==> config.mk <==
export PLATFORM = sky130hd
export DESIGN_NAME = gate_truth_table_sweeper
export DESIGN_NICKNAME = d
export VERILOG_FILES = /design/src/rtl/gate_sweep_pkg.sv /design/src/rtl/sweep_settle_timer.sv /design/src/rtl/gate_truth_table_sweeper.sv
export SDC_FILE = /design/constraint.sdc
export NUM_CORES = 1
export LEC_CHECK = 0
export ABC_AREA = 1
export ABC_CLOCK_PERIOD_IN_PS = 2600
export CELL_PAD_IN_SITES_DETAIL_PLACEMENT = 1
export CELL_PAD_IN_SITES_GLOBAL_PLACEMENT = 2
export CORE_UTILIZATION = 32
export CTS_CLUSTER_SIZE = 20
export DETAILED_ROUTE_END_ITERATION = 12
export GPL_TIMING_DRIVEN = 0
export PLACE_DENSITY = 0.95
export SLEW_MARGIN = 20
export SYNTH_ARGS = -nofsm -noshare
export SYNTH_HDL_FRONTEND = slang
export SYNTH_SLANG_ARGS = --single-unit
==> constraint.sdc <==
create_clock -name clk -period 2.6 [get_ports clk]
set_input_delay 0.52 -clock clk [delete_from_list [all_inputs] [get_ports clk]]
set_output_delay 0.52 -clock clk [all_outputs]
set_load 0.02 [all_outputs]
==> src/rtl/gate_sweep_pkg.sv <==
// Shared definitions for the gate truth-table sweeper: FSM state encoding and
// a constant-friendly clog2 used for register sizing here and in the bench.
package gate_sweep_pkg;

  typedef enum logic [2:0] {
    IDLE    = 3'd0,
    DRIVE   = 3'd1,
    SETTLE  = 3'd2,
    CAPTURE = 3'd3,
    DONE    = 3'd4
  } sweep_state_t;

  function automatic int unsigned clog2(input int unsigned value);
    int unsigned r;
    r = 0;
    while ((64'd1 << r) < 64'(value)) r++;
    return r;
  endfunction

endpackage

==> src/rtl/sweep_settle_timer.sv <==
// Settle-interval counter: cleared on entry to a combination, counts while
// enabled, and flags the last settle cycle.
module sweep_settle_timer
  import gate_sweep_pkg::*;
#(
  parameter int unsigned SETTLE_CYCLES = 4
) (
  input  logic clk,
  input  logic rst_n,
  input  logic clr,
  input  logic en,
  output logic expired
);

  localparam int unsigned CNT_W = clog2(SETTLE_CYCLES + 1);

  logic [CNT_W-1:0] cnt;

  always_ff @(posedge clk or negedge rst_n) begin
    if (!rst_n) begin
      cnt <= '0;
    end else if (clr) begin
      cnt <= '0;
    end else if (en) begin
      cnt <= cnt + 1'b1;
    end
  end

  assign expired = en && (cnt == CNT_W'(SETTLE_CYCLES - 1));

endmodule

==> src/rtl/gate_truth_table_sweeper.sv <==
// Sweeps every input combination onto a gate under test, captures its output
// into a truth table after a settle interval, and compares to an expected table.
module gate_truth_table_sweeper
  import gate_sweep_pkg::*;
#(
  parameter int unsigned N_INPUTS      = 2,
  parameter int unsigned SETTLE_CYCLES = 4
) (
  input  logic                       clk,
  input  logic                       rst_n,
  input  logic                       start,
  input  logic [(1<<N_INPUTS)-1:0]   exp_table,
  input  logic                       gate_out,
  output logic [N_INPUTS-1:0]        drive_vec,
  output logic                       busy,
  output logic                       done,
  output logic [(1<<N_INPUTS)-1:0]   truth_table,
  output logic                       pass
);

  localparam int unsigned TBL_W = 1 << N_INPUTS;
  // One spare bit so the last index is compared, never reached by wrap.
  localparam int unsigned IDX_W = clog2(TBL_W) + 1;
  localparam logic [IDX_W-1:0] LAST_IDX = IDX_W'(TBL_W - 1);

  sweep_state_t     state;
  logic [IDX_W-1:0] idx;
  logic [TBL_W-1:0] exp_reg;
  logic             expired;

  sweep_settle_timer #(
    .SETTLE_CYCLES(SETTLE_CYCLES)
  ) u_timer (
    .clk    (clk),
    .rst_n  (rst_n),
    .clr    (state == DRIVE),
    .en     (state == SETTLE),
    .expired(expired)
  );

  always_ff @(posedge clk or negedge rst_n) begin
    if (!rst_n) begin
      state       <= IDLE;
      idx         <= '0;
      drive_vec   <= '0;
      truth_table <= '0;
      exp_reg     <= '0;
    end else begin
      case (state)
        IDLE, DONE: begin
          if (start) begin
            idx         <= '0;
            truth_table <= '0;
            exp_reg     <= exp_table;
            state       <= DRIVE;
          end
        end
        DRIVE: begin
          drive_vec <= idx[N_INPUTS-1:0];
          state     <= SETTLE;
        end
        SETTLE: begin
          if (expired) state <= CAPTURE;
        end
        CAPTURE: begin
          truth_table[idx[N_INPUTS-1:0]] <= gate_out;
          if (idx == LAST_IDX) begin
            state <= DONE;
          end else begin
            idx   <= idx + 1'b1;
            state <= DRIVE;
          end
        end
        default: state <= IDLE;
      endcase
    end
  end

  assign busy = (state == DRIVE) || (state == SETTLE) || (state == CAPTURE);
  assign done = (state == DONE);
  assign pass = done && (truth_table == exp_reg);

endmodule

### After elaboration in Yosys (flattened, before gate mapping)

Cells that the tools add are included.

| operators by class | value |
|---|---|
| $add $sub $neg | 2 |
| magnitude comparators | 2 |
| equality and inequality tests | 10 |
| multiplexer cells | 14 |
| reductions and logical operators | 13 |

Operator list:

| kind | number |
|---|---|
| $mux W3 | 7 |
| $eq A3 B2 Y1 const B | 4 |
| $pmux W3 S4 | 1 |
| $pmux W4 S2 | 1 |
| $add A3 B1 Y3 const B | 2 |
| $ne A2 B2 Y1 const B | 3 |
| $pmux W3 S2 | 1 |
| $reduce_and A2 Y1 | 3 |
| $bwmux W4 | 1 |
| $eq A4 B4 Y1 | 1 |
| $mux W4 | 1 |
| $reduce_bool A2 Y1 | 2 |
| $eq A3 B1 Y1 const B | 1 |
| $eq A3 B3 Y1 const B | 1 |
| $logic_and A1 B1 Y1 | 3 |
| $logic_not A3 Y1 | 1 |
| $lt A2 B3 Y1 const B | 1 |
| $reduce_and A3 Y1 | 1 |
| $demux W1 S2 | 1 |
| $ge A2 B1 Y1 const B | 1 |
| $logic_or A1 B1 Y1 | 2 |
| $reduce_or A2 Y1 | 1 |
| $mux W1 | 1 |

| storage, ports and cells | value |
|---|---|
| register bits | 19 |
| bits of input ports | 8 |
| output and inout port bits | 9 |
| logic and storage cells | 47 |

### Longest topological paths before layout

| logic depth | value |
|---|---|
| depth in word-level cells | 6 |
| gate-level depth with buffers | 7 |
| mapped depth without buffers | 7 |

### Hierarchy

A second synthesis with hierarchy kept.

| second synthesis, totals | value |
|---|---|
| cell total of the unflattened synthesis | 140 |
| area, all modules | 1044.8 um2 |

By module, submodules not included:

| module | times used | cells each | area an instance (um2) | seq. area each (um2) |
|---|---|---|---|---|
| gate_truth_table_sweeper | 1 | 119 | 883.3 | 400.4 |
| sweep_settle_timer | 1 | 21 | 161.4 | 75.1 |

### Least setup slack after synthesis

No wires, ideal clock.

| timing path | value |
|---|---|
| path type | register to output |
| start | register state[2] |
| end | output port pass |
| arrival | 1445 ps |
| data required time | 2080 ps |
| setup slack | 635 ps |
| stages on the path, launching flop included | 5 |
| path buffers | 0 |
| cells stage by stage | dfrtp_1 > inv_1 > nor3_1 > nand2_1 > nor2_1 |

| between the ends | value |
|---|---|
| cells in the longest elaborated chain, start to end | 2 |

RTL lines:

| item | line | text |
|---|---|---|
| start, declared | gate_truth_table_sweeper.sv:26 | `sweep_state_t state;` |
| start signal, assigned | gate_truth_table_sweeper.sv:43 | `state <= IDLE;` |
| start signal, assigned | gate_truth_table_sweeper.sv:55 | `state <= DRIVE;` |
| start signal, assigned | gate_truth_table_sweeper.sv:60 | `state <= SETTLE;` |
| $eq A3 B3 Y1 | gate_truth_table_sweeper.sv:80 | `assign done = (state == DONE);` |
| net done | gate_truth_table_sweeper.sv:16 | `output logic done,` |
| $logic_and A1 B1 Y1 | gate_truth_table_sweeper.sv:81 | `assign pass = done && (truth_table == exp_reg);` |
| end, declared | gate_truth_table_sweeper.sv:18 | `output logic pass` |

The timed path passes the listed nets, and every way through them passes these cells.

### Final worst setup path

| timing path | value |
|---|---|
| start | register state[2] |
| end | output port pass |

| between the ends | value |
|---|---|
| cells in the longest elaborated chain, start to end | 2 |

RTL lines:

| item | line |
|---|---|
| $eq A3 B3 Y1 | gate_truth_table_sweeper.sv:80 |
| $logic_and A1 B1 Y1 | gate_truth_table_sweeper.sv:81 |

Every way passes these cells.

==> flow_results.org <==
** Timing
- Based on the critical path, the design can be clocked at up to 0.418 GHz.
- Setup repair after global routing left no endpoint under its margin.
- The worst pin sits at a relative slew slack of slightly above 40%.
- Tmin final :: ~2.4 ns
- Slew Limit Fails :: 0
- Final Hold Vio Count :: 0
- The clock arrives with ~0.0039 ns of skew.
- Setup violations remaining at the end of the flow were counted as 0.
- After routing, the total negative slack on setup checks comes to 0 ns.
- Least-Margin Pin Slew :: about 0.89 ns
- In the finished design, the share of the clock period the worst path needs comes to between 90% and 100%.

** Worst setup path
- The critical path is of the reg2out type.
- For the worst setup path, the data required time is 2.08 ns.
- Along the worst path, the maximum fanout reaches 5.
- At the worst endpoint, the arrival time is approximately 1.9 ns.
- The worst setup path is launched from a flip-flop.
- The worst setup path is captured at an output port.

** GRT
- GRT met2 Usage :: just under 30%
- For met3 alone, demand over resource in global routing was 4.02%.
- Global routing used between 10% and 20% of the available tracks.
- The layer flagged by global routing as most heavily used is met2.
- Global-route track usage on met1 :: around 17%
- Grt total ovfl :: 0
- Initial antenna violation count :: 0
- Entering global routing, the biggest net connects 20 pins.
- First-pass GRT wire length :: around 4000 µm
- Via count of the first global-routing pass :: between 900 and 1000

** Power
- Worst VDD drop :: roughly 0.36 mV
- Proportion of power drawn by flip-flops and latches :: 40.5%
- P_int :: a little over 0.0007 W
- Fraction of power consumed by combinational cells :: between 40% and 50%
- Switching share of power :: between 40 and 50%
- Cell area power density :: between 1000 and 1500 nW/µm²
- Net switching power :: 0.000560 W
- In this run the static leakage power is about 0.62 nW.
- Share of total power in the clock network :: 12.1%

** Finish
- Layout overhead on the synthesized area :: 22.5%
- Post-route non-filler standard cell count :: ~180
- Fill cell count :: 368
- Fraction of final layout cells sized beyond drive strength 1 :: around 4.7%
- Layout net count :: 164
- Number of inserted diodes :: 0
- Once layout is complete, the utilization of the core stands at between 40% and 50%.

** Drt
- Routed wire length :: between 2000 and 2500 µm
- After detailed routing, the average wire length per cell comes to about 12 µm.
- Vias after detailed routing :: approximately 850
- The pre-antenna-repair detailed-routing pass consisted of 8 iterations.
- Avg Vias per Cell :: between 4 and 5
- Detailed router's first-iteration violation count :: 40
- In this run the remaining antenna-violating nets after routing total 0.
- In the routed design, unresolved DRC markers number 2.

** Synth
- Summed over all instances, the cell type with the most area after synthesis is sky130_fd_sc_hd__dfrtp_1.
- Yosys printed 0 warnings.
- By area, the combinational part of the netlist is dominated by simple AND/OR/NAND/NOR gates.
- Share of synthesized cell area in and, or, nand and nor gates :: approximately 30%
- In this run the cell area of the synthesized design comes to around 1000 µm².
- Synth Area in XOR/XNOR :: under 10%
- Averaged over all synthesized cells, the footprint is 7.82 µm².
- By area the synthesized netlist is led by sky130_fd_sc_hd__dfrtp_1 (48%), sky130_fd_sc_hd__nand2_1 (19%), sky130_fd_sc_hd__ha_1 (8.8%).
- Counting flops and latches in the post-synthesis netlist gives 19.
- Counting every instance in the synthesized netlist gives 128.
- Library cells used by synthesis :: 16
- Fraction of synthesized area in multiplexers :: 0%
- Synthesis produced a netlist with a net count of approximately 140.
- Portion of the post-synthesis area used by sequential elements :: between 40 and 50%
- Top cell type's share of synthesized area :: 47.5%
- The synthesized netlist devotes roughly 4.5% of its cell area to compound gates.
- Adder-cell area share of the yosys netlist :: roughly 8.8%

** Clock tree
- PostCTS Resize Cnt :: 0
- TritonCTS Sinks :: 19
- Post-CTS timing repair inserted 0 buffers for setup.
- CTS tree :: yes
- CTS built an H-tree with a depth of 1.
- Cts bufs inserted :: 3
- Master cell of the clock root buffer :: sky130_fd_sc_hd__clkbuf_4
- Insertion delay to the later sink of the worst-skew pair :: about 0.3 ns
- Clock tree buffer depth :: 2
- The number of hold buffers added after CTS was 0.
- Clock-pin slew was measured on the worst setup and hold paths at about 0.11 ns.

** Hold path
- Min-delay worst type :: reg2reg

** Die
- Area of the placeable core :: approximately 2900 µm²
- Die Area :: roughly 3400 µm²
- Count of standard-cell rows :: 19
- For this design the top-level I/O count stands at 17.
- From bottom edge to top edge, the die measures between 50 and 60 µm.
- Width of the die :: approximately 58 µm
- For this configuration, the core starts out at a cell density of 35.1%.

** Placement
- Number of placed cells counting well taps :: between 150 and 200
- IO Port Bufs :: 16
- Post-detailed-placement half-perimeter wirelength :: between 1500 and 2000 µm
- Final weighted congestion in routability-driven placement :: just under 0.8

** Job
- The tool flagged a number of max-cap violations equal to 0.

** Status
- The checks that failed: DRC.
- Result of the run :: finished with violations
-- power groups by stage --
| stage | logic (W) | registers [W] | clock network (W) |
|---|---|---|---|
| floorplan | 0.000376 | 0.000540 | 0 |
| global placement | 0.000586 | 0.000516 | 0 |
| detailed placement | 0.000619 | 0.000527 | 0 |
| CTS | 0.000623 | 0.000520 | 0.000162 |
| global route | 0.000708 | 0.000538 | 0.000172 |
| finish | 0.000605 | 0.000517 | 0.000154 |
-- worst max-delay path: stages (launching register included) --
cell and delay (ns):
sky130_fd_sc_hd__dfrtp_1 0.44, sky130_fd_sc_hd__inv_1 0.12, sky130_fd_sc_hd__nor3_1 0.22, sky130_fd_sc_hd__nand2_1 0.10, sky130_fd_sc_hd__nor2_1 0.10, sky130_fd_sc_hd__clkdlybuf4s50_1 0.60
-- final cells by class --
class                           count  area (µm²)  area share (%)
Sequential cell                    19         475            38.8
Multi-Input combinational cell     89         450            36.7
Timing Repair Buffer               16         160            13.1
Inverter                           20        75.1            6.12
Tap cell                           31        38.8            3.16
Clock buffer                        4        26.3            2.14
-- final timing paths --
check | start | to | slack [ns] | cells past startpoint
worst min register to register | idx[2] | idx[2] | 0.48 | 2
worst max-delay path | state[2] | pass | 0.21 | 5
max in group asynchronous | rst_n | idx[2] | 1.34 | 1
min in group asynchronous | rst_n | exp_reg[2] | 0.71 | 1
worst min-delay path | idx[2] | idx[2] | 0.48 | 2
worst max register to register | state[0] | idx[1] | 1.27 | 6
-- metal layers --
metal	part of all wire, %	wire length, µm	vias to the layer above
met4	0.46	10	0
met5	0	0	-
met2	53	1140	16
li1	-	-	433
met3	3.7	81	2
met1	43	938	395
-- synthesized netlist by cell type --
| library cell | n |
|---|---|
| sky130_fd_sc_hd__nand4_1 | 1 |
| sky130_fd_sc_hd__nor2_4 | 1 |
| sky130_fd_sc_hd__nor2_1 | 5 |
| sky130_fd_sc_hd__nand2_1 | 50 |
| sky130_fd_sc_hd__a21oi_1 | 1 |
| sky130_fd_sc_hd__nand2_2 | 2 |
| sky130_fd_sc_hd__xnor2_1 | 2 |
| sky130_fd_sc_hd__nand3b_1 | 1 |
| sky130_fd_sc_hd__nand3_1 | 9 |
| sky130_fd_sc_hd__o21ai_0 | 7 |
| sky130_fd_sc_hd__inv_1 | 20 |
| sky130_fd_sc_hd__dfrtp_1 | 19 |
| sky130_fd_sc_hd__nor3_1 | 1 |
| sky130_fd_sc_hd__ha_1 | 7 |
| sky130_fd_sc_hd__o21ai_1 | 1 |
| sky130_fd_sc_hd__nor2_2 | 1 |
-- cell families (layout without fill, tap and decap cells) --
group | count (synthesis) | after routing
xor+xnor | 2 | 2
simple gates | 71 | 71
flops | 19 | 19
compound gates | 9 | 9
fa+ha+maj | 7 | 7
buf+inv | 20 | 40
-- placed cells by master, fill, tap and decap left out, drive strengths merged --
| cell | n |
|---|---|
| nor2 | 7 |
| dfrtp | 19 |
| nand3b | 1 |
| clkdlybuf4s50 | 16 |
| nand4 | 1 |
| ha | 7 |
| nand2 | 52 |
| clkbuf | 4 |
| o21ai | 8 |
| a21oi | 1 |
| xnor2 | 2 |
| nand3 | 9 |
| inv | 20 |
| nor3 | 1 |
-- through the flow --
step           instance area (µm²)  hold slack (ns)  worst slack (ns)  power, W
2_1_floorplan                 1000            0.224             0.635  0.000916
3_3_place_gp                  1200            0.459             0.542   0.00110
3_5_place_dp                  1200            0.459             0.546   0.00115
4_1_cts                       1230            0.487             0.193   0.00131
5_1_grt                       1230            0.540            0.0777   0.00142
6_report                      1230            0.482             0.210   0.00128
Note: power is estimated with default switching activity, not from simulation.
